### src/rtl/uart_rx.sv
// UART receiver: 2-flop synchronised serial input, start/data/parity/stop FSM,
// single-entry output holding register with valid/ready handshake and overrun flag.
module uart_rx #(
  parameter int P_SYS_CLK        = 50000000,
  parameter int P_UART_BAUD_RATE = 115200,
  parameter int P_DATA_BITS      = 8,
  parameter int P_PARITY         = 0
) (
  input  logic       clock,
  input  logic       reset,
  input  logic       i_rx,
  input  logic       i_ready,
  output logic [7:0] o_data,
  output logic       o_valid,
  output logic       o_parity_err,
  output logic       o_frame_err,
  output logic       o_overrun,
  output logic       o_busy
);

  localparam int DIV   = P_SYS_CLK / P_UART_BAUD_RATE;
  localparam int HALF  = DIV / 2;
  localparam int CNT_W = $clog2(DIV);
  localparam logic [CNT_W-1:0] CNT_LAST = CNT_W'(DIV - 1);
  localparam logic [CNT_W-1:0] CNT_MID  = CNT_W'(HALF - 1);
  localparam logic [2:0]       BIT_LAST = 3'(P_DATA_BITS - 1);

  typedef enum logic [2:0] {IDLE, START, DATA, PARITY, STOP} state_t;

  state_t           state_q, state_d;
  logic             rx_m, rx_s, rx_d;
  logic [CNT_W-1:0] cnt_q;
  logic [2:0]       bit_q;
  logic [7:0]       sh_q;
  logic             par_err_q;
  logic [7:0]       rx_byte;
  logic             fall, tick;
  logic             cnt_clr, shift_en, par_en, load;

  // Odd mode flags an even overall count of ones, even mode an odd count.
  function automatic logic parity_err(input logic [7:0] d, input logic p);
    logic x;
    x = (^d) ^ p;
    return (P_PARITY == 1) ? ~x : x;
  endfunction

  assign fall    = rx_d & ~rx_s;
  assign tick    = (cnt_q == CNT_LAST);
  // Bits enter at the MSB, so a short frame must be shifted down to LSB-align it.
  assign rx_byte = sh_q >> (8 - P_DATA_BITS);
  assign o_busy  = (state_q != IDLE);

  // Stage: input synchronizer and edge detect
  always_ff @(posedge clock or negedge reset) begin
    if (!reset) begin
      rx_m <= 1'b1;
      rx_s <= 1'b1;
      rx_d <= 1'b1;
    end else begin
      rx_m <= i_rx;
      rx_s <= rx_m;
      rx_d <= rx_s;
    end
  end

  always_ff @(posedge clock or negedge reset) begin
    if (!reset) state_q <= IDLE;
    else        state_q <= state_d;
  end

  always_comb begin
    state_d  = state_q;
    cnt_clr  = 1'b0;
    shift_en = 1'b0;
    par_en   = 1'b0;
    load     = 1'b0;
    case (state_q)
      IDLE: begin
        cnt_clr = 1'b1;
        if (fall) state_d = START;
      end
      START: begin
        if (cnt_q == CNT_MID) begin
          cnt_clr = 1'b1;
          state_d = rx_s ? IDLE : DATA;
        end
      end
      DATA: begin
        if (tick) begin
          shift_en = 1'b1;
          if (bit_q == BIT_LAST) state_d = (P_PARITY != 0) ? PARITY : STOP;
        end
      end
      PARITY: begin
        if (tick) begin
          par_en  = 1'b1;
          state_d = STOP;
        end
      end
      STOP: begin
        if (tick) begin
          load    = 1'b1;
          state_d = IDLE;
        end
      end
      default: state_d = IDLE;
    endcase
  end

  // Stage: bit timing and deserialisation
  always_ff @(posedge clock or negedge reset) begin
    if (!reset) begin
      cnt_q     <= '0;
      bit_q     <= '0;
      par_err_q <= 1'b0;
    end else begin
      cnt_q <= (cnt_clr || tick) ? '0 : cnt_q + 1'b1;
      if (shift_en)              bit_q <= bit_q + 1'b1;
      else if (state_q != DATA)  bit_q <= '0;
      if (par_en) par_err_q <= parity_err(rx_byte, rx_s);
    end
  end

  always_ff @(posedge clock) begin
    if (shift_en) sh_q <= {rx_s, sh_q[7:1]};
  end

  // Stage: output holding register
  always_ff @(posedge clock or negedge reset) begin
    if (!reset) begin
      o_data       <= '0;
      o_valid      <= 1'b0;
      o_parity_err <= 1'b0;
      o_frame_err  <= 1'b0;
      o_overrun    <= 1'b0;
    end else begin
      o_overrun <= load & o_valid & ~i_ready;
      if (load) begin
        o_data       <= rx_byte;
        o_valid      <= 1'b1;
        o_parity_err <= (P_PARITY != 0) & par_err_q;
        o_frame_err  <= ~rx_s;
      end else if (o_valid && i_ready) begin
        o_valid <= 1'b0;
      end
    end
  end

endmodule

### config.mk
export PLATFORM = sky130hd
export DESIGN_NAME = uart_rx
export DESIGN_NICKNAME = d
export VERILOG_FILES = /design/src/rtl/uart_rx.sv
export SDC_FILE = /design/constraint.sdc
export NUM_CORES = 1
export LEC_CHECK = 0
export BUFFER_PORTS_ARGS = -buffer_cell sky130_fd_sc_hd__buf_2
export CAP_MARGIN = 30
export CORE_AREA = 2 2 72 74
export DETAILED_ROUTE_END_ITERATION = 7
export DIE_AREA = 0 0 74 76
export PLACE_DENSITY_LB_ADDON = 0.1
export SLEW_MARGIN = 20
export SYNTH_ARGS = -nofsm -noshare
export SYNTH_HDL_FRONTEND = slang
export SYNTH_SLANG_ARGS = --single-unit
### constraint.sdc
create_clock -name clock -period 4.77 [get_ports clock]
set_input_delay 0.954 -clock clock [delete_from_list [all_inputs] [get_ports clock]]
set_output_delay 0.954 -clock clock [all_outputs]
set_load 0.01 [all_outputs]
==> results.txt, run 1 <==
----------------------------------------------------
[Power and ir drop]
  P_leak ... ~0.00081 uW
  Power Density ... between 300 and 400 nW/um^2
  Highest ir drop seen on vdd ... roughly 0.00014 V

[Logic synthesis]
  Part of the Yosys area used for sequential elements ... between 50% and 60%
  Async set or reset register ratio after synthesis ... around four fifths
  Number of enable-type register cells in the synthesized netlist ... 8
  Post-synth net total ... ~130
  Post-synthesis cell type count ... 38
  Predominant post-synthesis flop cell ... dfrtp_1
  Number of synthesis warnings ... 0
  Average size of a mapped cell ... around 13 um^2
  Register bit count reported by yosys ... 37
  Count of mapped cells out of synthesis ... ~120
  Cell area after synthesis ... approximately 1600 um^2

[Critical path]
  Reg2Reg Capture Point ... cnt_q[8]
  Worst Reg2Reg Path Length in Cells ... 5
  Crit-path cells ... or3_1 > buf_2
  Slack of the worst reg-to-reg path ... 2860 ps
  Worst setup EP type ... output port
  Delay contributed by the slowest stage of the critical path ... 430 ps
  Critical-path cell with the highest stage delay ... dfrtp_1
  Crit path buf inv count ... 1
  Maximum net fanout on the critical path ... 6
  Reg-to-Reg Start ... cnt_q[1]
  Arrival @ worst endpoint ... 1280 ps
  Data required time at the worst endpoint ... approximately 3800 ps
  Kind of launch point of the worst setup path ... flip-flop
  Critical path class ... reg -> out
  Cell family with the largest share of critical-path delay ... flip-flops

[Timing]
  Max frequency ... between 400 and 500 MHz
  Worst clock skew ... between 6 and 7 ps
  Time the worst path needs with I/O delays and setup ... ~2200 ps
  Final-report setup violation count ... 0
  Final hold violations ... 0
  Fraction of the cycle the final worst path needs ... a little under half
  Worst slew margin ... about half
  Transition time at the pin with the least slew margin ... 718 ps
  Max-slew violation count ... 0
  Worst Hold Margin ... 358 ps
  RSZ-0062 raised after global routing ... false
  Total Neg Setup Slack ... 0 ps

[Placement]
  DP Wirelength ... between 1.5 and 2 mm
  Global placer's final weighted congestion ... 0.748
  Cell area reported after detailed placement ... 1770 um^2
  Count of port buffers added during placement ... 15

[Cells and area]
  Number of nets in the layout ... 150
  Summed area of non-filler cells in the final layout ... about 1900 um^2
  Share of cells above drive strength 1 ... roughly 28%
  Layout-stage area growth over the synthesis result ... 12.3%
  Finished Core Util ... between 30% and 40%
  Diode insertion count for antenna repair ... 0

[Clock tree]
  Insertion delay to the later sink of the worst-skew pair ... between 200 and 300 ps
  Clock-pin slew on the worst setup and hold paths ... about 70 ps
  TritonCTS buffer count ... 5
  Post-CTS setup buffer count ... 0
  Total clock sinks ... 37
  TritonCTS clock tree ... done
  Number of H-tree branching levels ... 2
  Count of hold-fix buffers inserted at cts ... 0
  Post-cts sizing count ... 0
  Buffer levels on the longest clock path ... 2
  Clock tree root driver cell ... clkbuf_8

[GRT]
  Overflow left after global routing ... 0
  Antenna violations before repair ... 0
  Number of global-route vias before repair ... roughly 990
  Global-route total usage across every layer ... ~11%
  Wire length of the first global-routing pass ... about 4.7 mm
  Largest net degree at the start of global routing ... 30

[Floorplanning]
  I/O pin cnt ... 17
  Die height ... between 70 and 80 um
  Starting Density ... around 34%
  Area of the die ... roughly 5600 um^2
  Horizontal die dimension ... approximately 74 um
  Area inside the core boundary ... between 4000 and 5000 um^2
  Number of standard-cell rows in the floorplan ... 26

[Drt]
  Final routed wire length divided by cell count ... around 13 um
  Total via count in the routed design ... 1,006
  DRC ... 0
  Count of TritonRoute iterations in the first routing pass ... 4
  Detailed Route WL ... between 2 and 3 mm
  Via density per instance ... ~4.7
  Post-DRT Antenna Nets ... 0
  Initial DRC Count ... 31

[Flow run]
  Count of max-cap constraint violations ... 0

[Hold path]
  Hold path start ... rx_m
  Endpoint, Worst Hold ... rx_s
  Hold Crit Class ... reg -> reg
  Number of stages on the worst hold path ... 0

[Status]
  Status ... finished clean

----------------------------------------------------
[area by class of cell]
cell class,count,area (um^2)
clock inverters,3,17.5
multi-input cells,79,622
inverters,3,11.3
clock buffers,5,68.8
fillers,480,3060
flip-flops and latches,37,970
well taps,70,87.6
repair buffers,15,75.1
[flip-flops by register name, indices dropped and copies added (netlist names)]
signal	count
bit_q	3
rx_byte	8
o_frame_err	1
o_overrun	1
cnt_q	9
o_data	8
rx_d	1
rx_m	1
rx_s	1
state_q	3
o_valid	1
[stage by stage]
step / total power, uW / cells / setup slack (ps)
finish: 672 / 212 / 2540
global route: 712 / 212 / 2480
CTS: 683 / 212 / 2530
detailed placement: 470 / 204 / 2850
global placement: 467 / 204 / 2860
floorplan: 455 / 124 / 2990
[Yosys cell counts, types with 2 or more instances]
library cell / n / area, um^2
a211oi_1: 4 / 30.0
o21ai_0: 7 / 35.0
nor2_1: 4 / 15.0
edfxtp_1: 8 / 240
nand4bb_1: 2 / 22.5
dfstp_2: 3 / 78.8
xor2_1: 2 / 17.5
mux2_4: 8 / 120
or3_1: 6 / 37.5
nand3_1: 7 / 35.0
dfrtp_1: 26 / 651
inv_1: 3 / 11.3
ha_1: 5 / 62.6
nand4b_1: 2 / 17.5
a21oi_1: 3 / 15.0
nor3_1: 5 / 25.0
nand2b_1: 3 / 18.8
buf_6: 3 / 33.8
nand2_1: 4 / 15.0
[how the worst max path moves through the flow]
| stage | start | to | cells past startpoint |
|---|---|---|---|
| 2_1_floorplan | state_q[0] | o_busy | 1 |
| 3_3_place_gp | state_q[0] | o_busy | 2 |
| 3_5_place_dp | cnt_q[1] | o_data[3] | 5 |
| 4_1_cts | state_q[0] | o_busy | 2 |
| 5_1_grt | state_q[2] | o_busy | 2 |
| 6_report | state_q[0] | o_busy | 2 |
[logic make-up (layout without fill, tap and decap cells)]
family                   Yosys count  count (layout)  synth area share [%]
adder cells (fa/ha/maj)            5               5                  3.79
AND/OR/NAND/NOR                   41              41                  16.6
other                              1               1                 0.227
AO/OA/AOI/OAI                     20              20                  7.51
flip-flops                        37              37                  58.8
multiplexers                       9               9                  7.97
buffers and inverters              8              26                  3.49
XOR/XNOR                           3               3                  1.59
[report_power, final]
part	leakage (uW)	internal (uW)	switching [uW]
logic	0.000310	38.5	43.0
clock network	0.0000455	101	109
registers	0.000456	346	34.6
[routing by layer]
layer	global-route usage (%)	routed length, um	part of all wire, %
met2	16.0	1270	44
met1	15.0	1410	49
met4	4.91	53	1.9
met5	0	0	0
met3	4.37	118	4.1
[cells in the final DEF (no fill, tap or decap), types with 3 or more instances in the layout]
master,instances
edfxtp_1,8
a211oi_1,4
buf_2,15
ha_1,5
nor2_1,4
or3_1,6
mux2_4,8
o21ai_0,7
a21oi_1,3
nand3_1,7
nand2b_1,3
nand2_1,4
clkbuf_8,5
inv_1,3
nor3_1,5
dfrtp_1,26
dfstp_2,3
(Power assumes the default switching activity.)
==> inputs of run 2 (changes only) <==
ABC_AREA = 1   (was default)
CORE_AREA = 2 2 73 75   (was 2 2 72 74)
DIE_AREA = 0 0 75 77   (was 0 0 74 76)
clock period = 1.8 ns   (was 4.77 ns; I/O delays follow)
==> run 2 against run 1 <==
Synthesized cell count up 42%. Die area up 2.7%. Count of clock-buffer cells in the layout unchanged.
==> results.txt, run 2 <==
----------------------------------------------------
[GRT]
  Overflow left after global routing ... 0 (unchanged)
  Largest net degree at the start of global routing ... 30 (unchanged)
  Global-route total usage across every layer ... 12.6% (+1.4 points)
  Antenna violations before repair ... 0 (unchanged)
  Number of global-route vias before repair ... 1,126 (+14%)
  Wire length of the first global-routing pass ... 5.44 mm (+15%)

[Placement]
  Cell area reported after detailed placement ... 1840 um^2 (+4.1%)
  Global placer's final weighted congestion ... 0.775 (+3.6%)
  DP Wirelength ... 2.26 mm (+16%)
  Worst setup slack before clock tree synthesis ... 70.9 ps (-2780 ps)
  Count of port buffers added during placement ... 15 (unchanged)

[Timing]
  Transition time at the pin with the least slew margin ... 641 ps (-76.1 ps)
  Final-report setup violation count ... 0 (unchanged)
  Max frequency ... around 600 MHz
  RSZ-0062 raised after global routing ... false
  Max-slew violation count ... 0 (unchanged)
  Worst clock skew ... 6.38 ps (+0.000450 ps)
  Total Neg Setup Slack ... 0 ps (unchanged)
  Worst Hold Margin ... 81.6 ps (-276 ps)
  Final worst slack ... 176 ps (-2360 ps)
  Fraction of the cycle the final worst path needs ... around nine tenths
  Final hold violations ... 0 (unchanged)
  Time the worst path needs with I/O delays and setup ... 1620 ps
  Worst slew margin ... 57.2% (+5.4 points)

[Clock tree]
  Total clock sinks ... 37 (unchanged)
  Number of H-tree branching levels ... 2 (unchanged)
  TritonCTS clock tree ... done
  Clock-pin slew on the worst setup and hold paths ... 80 ps (about the same)
  Count of hold-fix buffers inserted at cts ... 0 (unchanged)
  Post-CTS setup buffer count ... 0 (unchanged)
  Insertion delay to the later sink of the worst-skew pair ... 300 ps (about the same)
  Clock tree root driver cell ... clkbuf_8
  TritonCTS buffer count ... 5 (unchanged)
  Buffer levels on the longest clock path ... 2 (unchanged)

[Floorplanning]
  Area inside the core boundary ... 4980 um^2 (+1.3%)
  Number of standard-cell rows in the floorplan ... 26 (unchanged)
  Die height ... 77 um (+1.3%)
  I/O pin cnt ... 17 (unchanged)
  Starting Density ... 34.1% (+0.54 points)
  Horizontal die dimension ... 75 um (+1.4%)
  Area of the die ... 5780 um^2 (+2.7%)

[Cells and area]
  Most frequent standard cell in the layout excluding fill and tap cells ... nand2_1
  Filler cells ... 500 (+4.2%)
  Largest Register ... cnt_q
  Number of flip-flops in the largest register ... 9 (unchanged)
  Summed area of non-filler cells in the final layout ... 1980 um^2 (+6.8%)
  Commonest cells after routing, fill and taps aside ... nand2_1, dfrtp_1, inv_1
  Diode insertion count for antenna repair ... 0 (unchanged)
  Share of cells above drive strength 1 ... 22.8% (-5.3 points)
  Number of nets in the layout ... 205 (+37%)
  Layout-stage area growth over the synthesis result ... 16.5%

[Power and ir drop]
  Power Density ... 1230 nW/um^2 (+240%)
  Net Sw Power ... 772 uW (+310%)
  Sw Ratio ... 31.8% (+4.0 points)
  Final total power ... 2420 uW (+260%)
  P_leak ... 0.000998 uW (+23%)
  Share of total power in the clock network ... 36.0% (+4.7 points)
  Reg power frac ... 41.3% (-15 points)
  Internal power ... 1650 uW (+240%)
  Highest ir drop seen on vdd ... 0.000432 V (+200%)
  Share of power burned in combinational logic ... 22.7% (+11 points)

[Logic synthesis]
  Post-synth net total ... 185 (+39%)
  Most frequent cells after synthesis ... nand2_1, dfrtp_1, inv_1
  Count of mapped cells out of synthesis ... 176 (+42%)
  Register bit count reported by yosys ... 37 (unchanged)
  Async set or reset register ratio after synthesis ... 78.4% (unchanged)
  Proportion of netlist area held by the largest area contributor ... 38.3% (-1.1 points)
  Ranking of synthesized cells by area ... dfrtp_1, edfxtp_1, nand2_1
  Part of the Yosys area used for sequential elements ... 57.1% (-1.7 points)
  Average size of a mapped cell ... 9.65 um^2 (-27%)
  Predominant post-synthesis flop cell ... dfrtp_1
  Most frequently used cell type in the post-synthesis netlist ... nand2_1
  Cell type with the highest aggregate area in the netlist ... dfrtp_1
  Number of synthesis warnings ... 0 (unchanged)
  Number of enable-type register cells in the synthesized netlist ... 8 (unchanged)
  Post-synthesis cell type count ... 27 (-29%)
  Cell area after synthesis ... 1700 um^2 (+3.0%)

[Critical path]
  Kind of launch point of the worst setup path ... flip-flop
  Arrival @ worst endpoint ... 1260 ps (-20 ps)
  Data required time at the worst endpoint ... 1440 ps (-2380 ps)
  Maximum net fanout on the critical path ... 5 (-1)
  Worst setup EP type ... output port
  Critical path class ... reg -> out

[Drt]
  Final routed wire length divided by cell count ... 11.7 um (-13%)
  Total via count in the routed design ... 1,180 (+17%)
  Count of TritonRoute iterations in the first routing pass ... 4 (unchanged)
  DRC ... 0 (unchanged)
  Initial DRC Count ... 57 (+84%)
  Post-DRT Antenna Nets ... 0 (unchanged)
  Via density per instance ... 4.42 (-6.9%)
  Detailed Route WL ... 3.13 mm (+9.8%)

[Status]
  Status ... finished clean

[Flow run]
  Count of max-cap constraint violations ... 0 (unchanged)

[Hold path]
  Hold Crit Class ... in -> async

----------------------------------------------------
[run 2: cells by family after synthesis]
logic type	count (synthesis)	share of synthesized area [%]
AOI/OAI and AO/OA	7	3.39
xor gates and xnor gates	5	2.58
adders and majority gates	5	3.68
buffers and inverters	25	6.71
DFF	37	57.1
other	1	0.221
and+or+nand+nor	96	26.3
[run 2: power by group through the flow]
| stage | Combinational, uW | Sequential, uW | Clock [uW] |
|---|---|---|---|
| after global routing | 636 | 1010 | 945 |
| after floorplan | 425 | 1000 | 0 |
| after CTS | 555 | 1000 | 905 |
| after detailed placement | 552 | 1020 | 0 |
| after global placement | 543 | 1010 | 0 |
| final | 550 | 1000 | 872 |
[run 2: critical path: stages (launching register included)]
cell and delay [ps]:
dfrtp_1 460, nor2_2 180, nand2_1 150, buf_2 180
[run 2: area by class of cell]
cell class                 count  area, um^2  area share [%]
clock buffer                   5        68.8            3.48
inverter                      22        83.8            4.24
clock inverter                 3        68.8            3.48
multi-input combinational    114         617            31.2
tap                           70        87.6            4.43
timing repair buffer          16        82.6            4.17
sequential                    37         970            49.0
[run 2: path summary, 6_finish.rpt]
path                             from    endpoint  slack, ps  cells past startpoint
min                             reset   o_data[5]         80                      1
min in group clock               i_rx        rx_m        160                      1
max                        state_q[0]      o_busy        180                      3
max reg2reg                  cnt_q[1]  rx_byte[7]        190                      8
min reg2reg                      rx_m        rx_s        360                      0
max in group asynchronous       reset  state_q[0]       1300                      1
[run 2: through the flow]
stage | utilization [%] | cells
after floorplan | - | 176
after global placement | 36.9 | 259
after detailed placement | 36.9 | 259
after CTS | 39.7 | 267
after global routing | 39.7 | 267
final | 39.7 | 267
[run 2: routing by layer]
metal / vias up / track usage (%) / share of wire, %
li1: 586 / - / -
met1: 557 / 17.1 / 48
met2: 29 / 17.6 / 44
met3: 8 / 3.94 / 4.9
met4: 0 / 6.43 / 2.5
met5: - / 0 / 0
[run 2: what timing repair did]
item,4_1_cts,5_1_grt
setup endpoints to repair,0,11
resized for setup,0,1
endpoints found under the hold margin,0,0
==> inputs of run 3 (changes only) <==
PLACE_DENSITY = 0.51   (was default)
PLACE_DENSITY_LB_ADDON = default   (was 0.1)
==> run 3 against run 2 <==
Critical path depth unchanged. Global-route usage shrank 0.79 points. Combinational power decreased by 3%. Critical endpoint unchanged.
==> results.txt, run 3 (synthesis gave the netlist of run 2 again) <==
----------------------------------------------------
[Critical path]
  Reg2Reg Capture Point ... rx_byte[2]
  Critical path class ... reg -> out
  Reg-to-Reg Start ... cnt_q[1]
  Maximum net fanout on the critical path ... 5 (unchanged)
  Worst setup EP type ... output port
  Cell family with the largest share of critical-path delay ... flip-flops
  Stages on worst setup path ... 3 (unchanged)
  Kind of launch point of the worst setup path ... flip-flop
  Source of the critical timing path ... state_q[0]
  Worst Reg2Reg Path Length in Cells ... 8 (unchanged)
  Slack of the worst reg-to-reg path ... 240 ps (+50 ps)
  Endpoint of the most critical setup path ... o_busy
  Crit-path cells ... nor2_2 > nand2_1 > buf_2
  Delay contributed by the slowest stage of the critical path ... 460 ps (about the same)
  Arrival @ worst endpoint ... 1250 ps (about the same)
  Critical-path cell with the highest stage delay ... dfrtp_1
  Crit path buf inv count ... 1 (unchanged)
  Data required time at the worst endpoint ... 1440 ps (about the same)

[Timing]
  Time the worst path needs with I/O delays and setup ... 1610 ps (-17.8 ps)
  Worst clock skew ... 5.95 ps (-0.428 ps)
  Max frequency ... 623 MHz (+1.1%)
  Final hold violations ... 0 (unchanged)
  Total Neg Setup Slack ... 0 ps (unchanged)
  Max-slew violation count ... 0 (unchanged)
  Fraction of the cycle the final worst path needs ... 89.2% (-0.99 points)
  RSZ-0062 raised after global routing ... false
  Transition time at the pin with the least slew margin ... 649 ps (+7.33 ps)
  Final-report setup violation count ... 0 (unchanged)
  Worst slew margin ... 56.7% (-0.49 points)

[Drt]
  Final routed wire length divided by cell count ... 10.6 um (-9.5%)
  Initial DRC Count ... 43 (-25%)
  DRC ... 0 (unchanged)
  Via density per instance ... 4.13 (-6.5%)
  Total via count in the routed design ... 1,107 (-6.2%)
  Detailed Route WL ... 2.84 mm (-9.2%)
  Count of TritonRoute iterations in the first routing pass ... 4 (unchanged)
  Post-DRT Antenna Nets ... 0 (unchanged)

[Cells and area]
  Finished Core Util ... 39.4% (-0.35 points)
  Filler cells ... 489 (-2.2%)
  Most frequent standard cell in the layout excluding fill and tap cells ... nand2_1
  Diode insertion count for antenna repair ... 0 (unchanged)
  Number of nets in the layout ... 206 (+0.49%)
  Largest Register ... cnt_q
  Multi-input combinational cell area ... 614 um^2 (-0.41%)
  Commonest cells after routing, fill and taps aside ... nand2_1, dfrtp_1, inv_1
  Sequential cell area ... 970 um^2 (unchanged)
  Share of cells above drive strength 1 ... 22.7% (-0.12 points)
  Number of flip-flops in the largest register ... 9 (unchanged)
  Layout-stage area growth over the synthesis result ... 15.5%
  Fin cells ... 268 (+0.37%)

[Floorplanning]
  Horizontal die dimension ... 75 um (unchanged)
  I/O pin cnt ... 17 (unchanged)
  Die height ... 77 um (unchanged)
  Number of standard-cell rows in the floorplan ... 26 (unchanged)
  Starting Density ... 34.1% (unchanged)
  Area inside the core boundary ... 4980 um^2 (unchanged)
  Area of the die ... 5780 um^2 (unchanged)

[GRT]
  Number of global-route vias before repair ... 1,095 (-2.8%)
  Antenna violations before repair ... 0 (unchanged)
  Overflow left after global routing ... 0 (unchanged)
  Global-route total usage across every layer ... 11.8% (-0.79 points)
  Wire length of the first global-routing pass ... 5.11 mm (-6.1%)
  Largest net degree at the start of global routing ... 30 (unchanged)

[Flow run]
  Count of max-cap constraint violations ... 0 (unchanged)

[Placement]
  Count of port buffers added during placement ... 15 (unchanged)
  DP Wirelength ... 2.03 mm (-10%)
  DP Cell Count ... 260 (+0.39%)
  Global placer's final weighted congestion ... 0.851 (+9.8%)

[Power and ir drop]
  P_leak ... 0.000987 uW (-1.1%)
  Power Density ... 1160 nW/um^2 (-5.7%)
  Highest ir drop seen on vdd ... 0.000721 V (+67%)
  Final total power ... 2270 uW (-6.5%)

[Clock tree]
  Insertion delay to the later sink of the worst-skew pair ... 290 ps (about the same)
  Buffer levels on the longest clock path ... 2 (unchanged)
  TritonCTS buffer count ... 5 (unchanged)
  Post-CTS setup buffer count ... 0 (unchanged)
  Clock-pin slew on the worst setup and hold paths ... 80 ps (about the same)
  Total clock sinks ... 37 (unchanged)
  Clock tree root driver cell ... clkbuf_8
  Post-cts sizing count ... 0 (unchanged)
  Count of hold-fix buffers inserted at cts ... 0 (unchanged)
  Number of H-tree branching levels ... 2 (unchanged)
  TritonCTS clock tree ... done

[Status]
  Status ... finished clean

[Hold path]
  Hold Crit Class ... in -> async

----------------------------------------------------
==> run 3: final cells by class <==
type                            instances  area share [%]
Clock buffer                            5            3.51
Clock inverter                          3            2.36
Inverter                               22            4.28
Multi-Input combinational cell        114            31.3
Sequential cell                        37            49.5
Tap cell                               70            4.47
Timing Repair Buffer                   17            4.59
==> run 3: report_power, final <==
group / internal (uW) / switching (uW) / leakage, uW / total, uW
clock network: 415 / 316 / 0.0000543 / 730
logic: 177 / 358 / 0.000471 / 535
registers: 918 / 83.4 / 0.000462 / 1000
total: 1510 / 757 / 0.000987 / 2270
==> run 3: layer usage <==
metal / global-route usage (%) / part of all wire [%]
met3: 4.07 / 3.9
met4: 4.82 / 1.9
met5: 0 / 0
met1: 17.2 / 54
met2: 15.7 / 40
==> run 3: metrics by stage <==
| step | worst slack [ps] | hold slack, ps | cell area (um^2) |
|---|---|---|---|
| floorplan | 252 | 64.4 | 1700 |
| global placement | 256 | 346 | 1850 |
| detailed placement | 231 | 354 | 1850 |
| CTS | 173 | 115 | 1960 |
| global route | 36.5 | 145 | 1960 |
| finish | 194 | 90.5 | 1960 |
==> run 3: worst min path at each step <==
stage | startpoint | end | slack (ps) | cells after the start
after floorplan | reset | bit_q[0] | 60 | 0
after global placement | rx_m | rx_s | 350 | 0
after detailed placement | rx_m | rx_s | 350 | 0
after CTS | reset | o_data[1] | 120 | 1
after global routing | reset | state_q[2] | 150 | 1
final | reset | cnt_q[0] | 90 | 1
==> run 3: worst reg2reg max path, cell delays in order (launching register included) <==
cell	delay, ps
dfrtp_1	380
inv_1	100
ha_1	150
nand2_1	50
nor2_1	170
nand2_4	100
inv_2	110
nand2_4	50
clkinv_2	140
